## src/rtl/hazard_pkg.sv

```systemverilog
// hazard_pkg: shared defaults and width helpers for the hazard scoreboard
package hazard_pkg;

    localparam int MAX_LAT_DEF = 3;
    localparam int STAT_W      = 16;

    function automatic int lw_of(input int max_lat);
        return $clog2(max_lat + 1);
    endfunction

    function automatic int aw_of(input int nregs);
        return $clog2(nregs);
    endfunction

endpackage

```

## src/rtl/hazard_scoreboard_if.sv

```systemverilog
// hazard_scoreboard_if: decode-stage operand/destination bundle and hazard response
interface hazard_scoreboard_if
    import hazard_pkg::*;
#(
    parameter int NREGS   = 32,
    parameter int NSRC    = 2,
    parameter int MAX_LAT = MAX_LAT_DEF
);

    localparam int AW = aw_of(NREGS);
    localparam int LW = lw_of(MAX_LAT);

    logic [NSRC-1:0]    src_valid;
    logic [NSRC*AW-1:0] src_reg;
    logic               dst_valid;
    logic [AW-1:0]      dst_reg;
    logic [LW-1:0]      dst_lat;
    logic               issue;
    logic               stall;
    logic [NSRC-1:0]    fwd_sel;

    modport master (
        output src_valid, src_reg, dst_valid, dst_reg, dst_lat, issue,
        input  stall, fwd_sel
    );

    modport slave (
        input  src_valid, src_reg, dst_valid, dst_reg, dst_lat, issue,
        output stall, fwd_sel
    );

endinterface

```

## src/rtl/hazard_scoreboard_reg_countdown.sv

```systemverilog
// reg_countdown: cycles-until-writeback counter for one architectural register
module reg_countdown
    import hazard_pkg::*;
#(
    parameter int MAX_LAT = MAX_LAT_DEF,
    parameter int LW      = lw_of(MAX_LAT)
) (
    input  logic          clk,
    input  logic          rst_n,
    input  logic          load,
    input  logic [LW-1:0] lat,
    output logic [LW-1:0] cnt,
    output logic          busy
);

    localparam logic [LW-1:0] CAP = LW'(MAX_LAT);

    logic [LW-1:0] cnt_q, cnt_d;
    logic          busy_q, busy_d;

    // A new producer reload wins over the countdown; busy tracks the next count
    always_comb begin
        cnt_d  = load ? ((lat > CAP) ? CAP : lat)
                      : ((cnt_q != '0) ? cnt_q - LW'(1) : cnt_q);
        busy_d = cnt_d != '0;
    end

    // Count and busy flag, cleared immediately on reset
    always_ff @(posedge clk or negedge rst_n) begin
        if (!rst_n) begin
            cnt_q  <= '0;
            busy_q <= 1'b0;
        end else begin
            cnt_q  <= cnt_d;
            busy_q <= busy_d;
        end
    end

    assign cnt  = cnt_q;
    assign busy = busy_q;

endmodule

```

## src/rtl/hazard_scoreboard.sv

```systemverilog
// hazard_scoreboard: RAW/WAW interlock with optional result-bus bypass.
// Define HAZARD_FWD_EN to let operands one cycle from writeback use the bypass
// instead of stalling; otherwise decode waits until the count reaches zero.
module hazard_scoreboard
    import hazard_pkg::*;
#(
    parameter int NREGS   = 32,
    parameter int NSRC    = 2,
    parameter int MAX_LAT = MAX_LAT_DEF
) (
    input  logic                  clk,
    input  logic                  rst_n,
    hazard_scoreboard_if.slave    bus,
    input  logic                  clr_stats,
    output logic [NREGS-1:0]      pending,
    output logic [STAT_W-1:0]     stall_cycles
);

    localparam int AW = aw_of(NREGS);
    localparam int LW = lw_of(MAX_LAT);
`ifdef HAZARD_FWD_EN
    localparam int THR = 1;
`else
    localparam int THR = 0;
`endif

    logic [LW-1:0]     cnt [NREGS];
    logic              raw, waw, stall, acc;
    logic [AW-1:0]     s;
    logic [STAT_W-1:0] stall_cycles_q, stall_cycles_d;
`ifdef HAZARD_FWD_EN
    logic [NSRC-1:0]   fwd;
`endif

    assign cnt[0]     = '0;
    assign pending[0] = 1'b0;

    for (genvar g = 1; g < NREGS; g++) begin : g_reg
        reg_countdown #(.MAX_LAT(MAX_LAT), .LW(LW)) u_cnt (
            .clk  (clk),
            .rst_n(rst_n),
            .load (acc && bus.dst_reg == AW'(g)),
            .lat  (bus.dst_lat),
            .cnt  (cnt[g]),
            .busy (pending[g])
        );
    end

    // Per-operand RAW check against the pre-issue counts, plus bypass select
    always_comb begin
        raw = 1'b0;
        s   = '0;
`ifdef HAZARD_FWD_EN
        fwd = '0;
`endif
        for (int i = 0; i < NSRC; i++) begin
            s   = bus.src_reg[i*AW +: AW];
            raw = raw | (bus.src_valid[i] && s != '0 && cnt[s] > LW'(THR));
`ifdef HAZARD_FWD_EN
            fwd[i] = bus.src_valid[i] && s != '0 && cnt[s] == LW'(1);
`endif
        end
    end

    // WAW check, overall stall, and whether this cycle's issue is accepted
    always_comb begin
        waw   = bus.dst_valid && bus.dst_reg != '0 && cnt[bus.dst_reg] > bus.dst_lat;
        stall = raw | waw;
        acc   = bus.issue && !stall && bus.dst_valid && bus.dst_reg != '0 && bus.dst_lat != '0;
    end

    // Saturating stall counter; clear takes priority over counting
    always_comb begin
        stall_cycles_d = clr_stats ? '0
                       : (stall && stall_cycles_q != '1) ? stall_cycles_q + STAT_W'(1)
                       : stall_cycles_q;
    end

    // Stall statistics register
    always_ff @(posedge clk or negedge rst_n) begin
        if (!rst_n) stall_cycles_q <= '0;
        else        stall_cycles_q <= stall_cycles_d;
    end

    assign bus.stall    = stall;
    assign stall_cycles = stall_cycles_q;
`ifdef HAZARD_FWD_EN
    assign bus.fwd_sel  = fwd;
`else
    assign bus.fwd_sel  = '0;
`endif

endmodule
```

## src/flat_wrapper.sv

```systemverilog
// flat-port wrapper written by rule: the top's interface ports become plain ports
module hazard_scoreboard_flat import hazard_pkg::*;
#(
    parameter int NREGS   = 32,
    parameter int NSRC    = 2,
    parameter int MAX_LAT = MAX_LAT_DEF
)
  (clk, rst_n, clr_stats, pending, stall_cycles, bus_src_valid, bus_src_reg, bus_dst_valid, bus_dst_reg, bus_dst_lat, bus_issue, bus_stall, bus_fwd_sel);
  hazard_scoreboard_if #(.NREGS(NREGS), .NSRC(NSRC), .MAX_LAT(MAX_LAT)) bus_i ();
  input  logic clk;
  input  logic rst_n;
  input  logic clr_stats;
  output logic [NREGS-1:0] pending;
  output logic [STAT_W-1:0] stall_cycles;
  input wire logic [$bits(bus_i.src_valid)-1:0] bus_src_valid;
  input wire logic [$bits(bus_i.src_reg)-1:0] bus_src_reg;
  input wire logic [$bits(bus_i.dst_valid)-1:0] bus_dst_valid;
  input wire logic [$bits(bus_i.dst_reg)-1:0] bus_dst_reg;
  input wire logic [$bits(bus_i.dst_lat)-1:0] bus_dst_lat;
  input wire logic [$bits(bus_i.issue)-1:0] bus_issue;
  output wire logic [$bits(bus_i.stall)-1:0] bus_stall;
  output wire logic [$bits(bus_i.fwd_sel)-1:0] bus_fwd_sel;
  assign bus_i.src_valid = bus_src_valid;
  assign bus_i.src_reg = bus_src_reg;
  assign bus_i.dst_valid = bus_dst_valid;
  assign bus_i.dst_reg = bus_dst_reg;
  assign bus_i.dst_lat = bus_dst_lat;
  assign bus_i.issue = bus_issue;
  assign bus_stall = bus_i.stall;
  assign bus_fwd_sel = bus_i.fwd_sel;
  hazard_scoreboard #(.NREGS(NREGS), .NSRC(NSRC), .MAX_LAT(MAX_LAT)) u_core (.clk(clk), .rst_n(rst_n), .bus(bus_i), .clr_stats(clr_stats), .pending(pending), .stall_cycles(stall_cycles));
endmodule
```

## config.mk

```make
export PLATFORM = sky130hd
export DESIGN_NAME = hazard_scoreboard_flat
export DESIGN_NICKNAME = d
export VERILOG_FILES = /design/src/rtl/hazard_pkg.sv /design/src/rtl/hazard_scoreboard_if.sv /design/src/rtl/hazard_scoreboard_reg_countdown.sv /design/src/rtl/hazard_scoreboard.sv /design/src/flat_wrapper.sv
export SDC_FILE = /design/constraint.sdc
export NUM_CORES = 1
export LEC_CHECK = 0
export BUFFER_PORTS_ARGS = -buffer_cell sky130_fd_sc_hd__clkbuf_2
export CAP_MARGIN = 20
export CORE_AREA = 2 2 103 105
export CTS_BUF_LIST = sky130_fd_sc_hd__clkbuf_4
export CTS_CLUSTER_DIAMETER = 60
export DETAILED_ROUTE_END_ITERATION = 6
export DIE_AREA = 0 0 105 107
export PLACE_DENSITY = 0.93
export SLEW_MARGIN = 20
export SYNTH_ARGS = -nofsm -noshare
export SYNTH_HDL_FRONTEND = slang
export SYNTH_HIERARCHICAL = 1
export SYNTH_SLANG_ARGS = --single-unit
```

## constraint.sdc

```tcl
create_clock -name clk -period 6.2 [get_ports clk]
set_input_delay 1.24 -clock clk [delete_from_list [all_inputs] [get_ports clk]]
set_output_delay 1.24 -clock clk [all_outputs]
set_load 0.01 [all_outputs]
```

---- After elaboration in Yosys (flattened, before gate mapping) ----
Cells that the tools add are included.
storage, ports and cells
  flip-flop bits (word level) ............. 109
  bits in latches ......................... 0
  bits in writable memories ............... 0
  memory bits (read-only) ................. 0
  bits of input ports ..................... 24
  output and inout bits ................... 51
  word-level logic and storage cells ...... 323
  memories ................................ 0
cells by class
  add/subtract/negate cells ............... 32
  $mul .................................... 0
  divide/modulo/power cells ............... 0
  $lt $le $gt $ge ......................... 7
  equality and inequality tests ........... 32
  shifts and indexed selects .............. 0
  multiplexer cells ....................... 74
  bitwise logic cells ..................... 5
  reductions and logical operators ........ 110
operators by type and width
  cell                     number
  $mux W2                  69
  $reduce_bool A2 Y1       64
  $eq A5 B5 Y1 const B     16
  $sub A2 B1 Y2 const B    31
  $logic_and A1 B1 Y1      42
  $eq A5 B4 Y1 const B     8
  $mux W16                 2
  $bmux W2 S5              3
  $eq A5 B3 Y1 const B     4
  $ge A6 B6 Y1 const B     3
  $not A5 Y6               3
  $add A16 B1 Y16 const B  1
  $ne A16 B16 Y1 const B   1
  $reduce_bool A5 Y1       3
  $eq A5 B2 Y1 const B     2
  $eq A5 B1 Y1 const B     1
  $gt A2 B1 Y1 const B     2
  $gt A2 B2 Y1             1
  $gt A2 B2 Y1 const B     1
  $or A1 B1 Y1             2
  $logic_not A1 Y1         1

---- Logic depth before layout (Yosys ltp) ----
  depth in word-level cells ............... 16
  depth in mapped cells ................... 20

---- Hierarchy ----
Netlist, hierarchy kept.
modules (own cells, without submodules)
  module             times used  cells each  area an instance (um2)
  reg_countdown      31          12          115.1
  hazard_scoreboard  1           300         2398.6

---- Worst setup path before layout ----
OpenSTA, ideal clock, no wires.
  path type ............................... input to output
  start ................................... input port bus_dst_reg[0]
  end ..................................... output port bus_stall
  arrival time ............................ 3.973 ns
  required time ........................... 4.960 ns
  slack ................................... 0.987 ns
  stages on the path ...................... 12
  buffers on the path ..................... 1
  path through ............................ buf_1 mux4_2 mux4_2 nand2_1 o21ai_0 ha_1 nor2b_1 o21ai_0 or2_2 o2111ai_1 nand3_1 nand2_1
on the way
  word-level cells in the longest chain between the ends .. 7
  elaborated cells on any way between the ends .. 9
ends and longest elaborated chain
  element                                     line                     RTL
  start, declared                             flat_wrapper.sv:18       input wire logic [$bits(bus_i.dst_reg)-1:0] bus_dst_reg;
  $not A5 Y6 (not written as such)            hazard_scoreboard.sv:67  waw = bus.dst_valid && bus.dst_reg != '0 && cnt[bus.dst_reg] > bus.dst_lat;
  $bmux W2 S5                                 hazard_scoreboard.sv:67
  $mux W2 (not written as such) (2 in a row)  hazard_scoreboard.sv:67
  $gt A2 B2 Y1                                hazard_scoreboard.sv:67
  $logic_and A1 B1 Y1 *                       hazard_scoreboard.sv:67
  $or A1 B1 Y1 *                              hazard_scoreboard.sv:68  stall = raw | waw;
  end, declared                               flat_wrapper.sv:21       output wire logic [$bits(bus_i.stall)-1:0] bus_stall;
Every way passes the cells marked *; elsewhere a longest branch is shown, timed or not. The select of a mux whose other input is x is not followed.

---- Final worst setup path ----
Same ends and word-level chain as after synthesis.

==> flow_summary.json <==
{
  "final_nets": 770,
  "gp_congestion": 0.989,
  "worstPathMaxFanout": 21,
  "grt_start_max_net_pins": 64,
  "wire_per_inst_um": 17.1,
  "cts_tree": "yes",
  "dr.pass1.iters": 7,
  "worstMarginPinSlew_ps": 852,
  "post-cts-setup-buffers": 0,
  "slew-limit-headroom": 0.427,
  "worst_setup_path_end_kind": "output pin",
  "cts_buffers": 9,
  "ir_drop_v": 0.000134,
  "drive_gt1_frac": 0.172,
  "period_share": 0.909,
  "clk_pin_slew_worst_paths_ps": 150,
  "holdPathStages": 2,
  "power.leakage_nw": 2.84,
  "routed_via_density": 6.06,
  "n_antenna_cell": 0,
  "max_freq_mhz": 177,
  "clk_latency_ps": 480,
  "yosysMostFrequentCell": "nand2_1",
  "ys.warnings.count": 6,
  "drt_iter0_markers": 480,
  "yosysSeqAreaShare": 0.457,
  "powerDensity_nw_per_um2": 180,
  "path_depth": 13,
  "io_pins": 75,
  "rows": 37,
  "cp-startpoint": "bus_dst_reg[0]",
  "synthTopCellsByArea": "dfrtp_1 46%, mux4_2 9.8%, nand2_1 7.2%",
  "reg2reg_to": "u_core/g_reg[31].u_cnt/cnt[1]$_DFF_PN0_",
  "r2r_slack_ps": 1980,
  "grt_pass1_wl_um": 24800,
  "hold_violations": 0,
  "power_w": 0.00119,
  "critPathSlowestCell": "mux4_2",
  "core_area_um2": 10100,
  "crit_type": "in -> out",
  "crit_buf_inv": 2,
  "syn_area_per_cell_um2": 8.88,
  "synth.distinct_cells": 45,
  "finalSetupViolations": 0,
  "htreeDepth": 3,
  "hold_buffers": 0,
  "worstHoldStart": "u_core/stall_cycles[15]$_DFFE_PN0P_",
  "synthCells": 672,
  "initial_core_util": 0.591,
  "slew_viol_final": 0,
  "ctsResizeCount": 0,
  "fp.dieW_um": 105,
  "root_buffer": "clkbuf_4",
  "synthFlopType": "dfrtp_1",
  "synth-seq-cells": 109,
  "startpoint_type": "primary input",
  "yosysTopAreaCellShare": 0.457,
  "skew_ps": 13.8,
  "synth_edf_count": 0,
  "r2r-start": "u_core/g_reg[31].u_cnt/cnt[1]$_DFF_PN0_",
  "dp_hpwl_um": 10400,
  "ff2ff_path_depth": 16,
  "rsz0062_at_grt": "no",
  "crit_end": "bus_stall",
  "netlist_area_um2": 5970,
  "cp.arrival_ps": 4400,
  "track_usage": 0.280,
  "clock_sinks": 109,
  "grt_overflow": 0,
  "cp_cell_sequence": "clkbuf_2 > mux4_2 > mux4_2 > nand2_1 > o21ai_0 > ha_1 > nor2b_1 > o21ai_0 > or2_2 > o2111ai_1 > nand3_1 > nand2_1 > clkbuf_2",
  "drtAntennaViolNets": 0,
  "synth_area_leader_cell": "dfrtp_1",
  "synthTopCellsByCount": "115 x nand2_1, 109 x dfrtp_1, 108 x nor2_1",
  "max-cap-violations": 0,
  "drc": 0,
  "fin_crit_ps": 5640,
  "min_path_type": "reg -> reg",
  "critical_path.top_delay_family": "multiplexers",
  "status": "finished, final reports clean",
  "wirelength_um": 15100,
  "worstPathRequired_ps": 4960,
  "num_vias": 5359,
  "io_buffers": 71,
  "antenna_found_initial": 0,
  "die_y_um": 107,
  "clockBufferDepth": 2,
  "setup-tns-final_ps": 0,
  "grt_pass1_vias": 5167,
  "die_area_um2": 11200,
  "slowest_delay_ps": 600,
  "syn2layout_area_growth_pct": 10.7,
  "postSynth.asyncResetShare": 1.00
}
per-layer routing:
metal | GRT usage | vias up | part of all wire
met3 | 0.0699 | 52 | 0.078
met5 | 0 | - | 0
met1 | 0.357 | 2534 | 0.41
li1 | - | 2503 | -
met2 | 0.455 | 270 | 0.48
met4 | 0.127 | 0 | 0.032
per-stage QoR:
step           cell area [um2]  utilization  instances  setup WS, ps  hold slack (ps)
2_1_floorplan             5970            -        674           987              534
3_3_place_gp              6470        0.641        868           714              549
3_5_place_dp              6470        0.641        868           627              567
4_1_cts                   6600        0.654        884           616              587
5_1_grt                   6600        0.654        884           388              618
6_report                  6600        0.654        884           563              587
cell usage in the layout, fill, tap and decap left out, drive strengths merged, types with 7 or more instances in the layout:
master / n
nand2: 115
dfrtp: 109
nor2: 108
o21ai: 87
clkbuf: 79
a21oi: 49
nand2b: 36
mux4: 26
nor3: 15
buf: 14
or3: 13
nor4: 11
inv: 9
o31ai: 8
nand3: 7
report_power, final:
part | switching [W] | leakage [nW] | internal, W
clock | 0.000225 | 0.0670 | 0.000120
combinational | 0.0000890 | 1.26 | 0.0000360
sequential | 0.00000468 | 1.52 | 0.000715
total | 0.000319 | 2.84 | 0.000872
how the worst min path moves through the flow:
stage                                                   endpoint  slack, ps
after global routing          u_core/stall_cycles[9]$_DFFE_PN0P_        620
after floorplan           u_core/g_reg[3].u_cnt/cnt[1]$_DFF_PN0_        530
after detailed placement     u_core/stall_cycles[13]$_DFFE_PN0P_        570
after CTS                    u_core/stall_cycles[13]$_DFFE_PN0P_        590
final                        u_core/stall_cycles[15]$_DFFE_PN0P_        590
after global placement       u_core/stall_cycles[10]$_DFFE_PN0P_        550
state kept, by name, indices dropped and copies added (netlist names):
name                 flops
u_core/g.u_cnt/busy     31
u_core/g.u_cnt/cnt      62
u_core/stall_cycles     16
layout make-up:
| class | instances | area (um2) |
|---|---|---|
| clock inverters | 7 | 66.3 |
| multi-input cells | 530 | 3080 |
| clock buffers | 9 | 67.6 |
| well taps | 136 | 170 |
| repair buffers | 84 | 455 |
| flip-flops and latches | 109 | 2730 |
| inverters | 9 | 33.8 |
| fillers | 851 | 3490 |
cells by family after synthesis:
kind of cell / count (synthesis) / share of synthesized area
AND/OR/NAND/NOR: 327 / 0.248
AO/OA/AOI/OAI: 163 / 0.149
flip-flops: 109 / 0.457
buffers and inverters: 35 / 0.0277
multiplexers: 33 / 0.110
adder cells (fa/ha/maj): 3 / 0.00629
other: 1 / 0.000628
XOR/XNOR: 1 / 0.00147
worst reg2reg max path: stages (launching register included):
cell       delay (ps)
dfrtp_1           460
mux4_2            500
mux4_2            480
nand2_1            90
o21ai_0            90
ha_1              300
nor2b_1           130
o21ai_0           210
or2_2             170
o2111ai_1         130
nand3_1           210
nand4b_1          120
buf_4             230
or3_1             430
nor2_1            310
nand2_1           110
o21ai_0           140
Note: power is estimated with default switching activity, not from simulation.
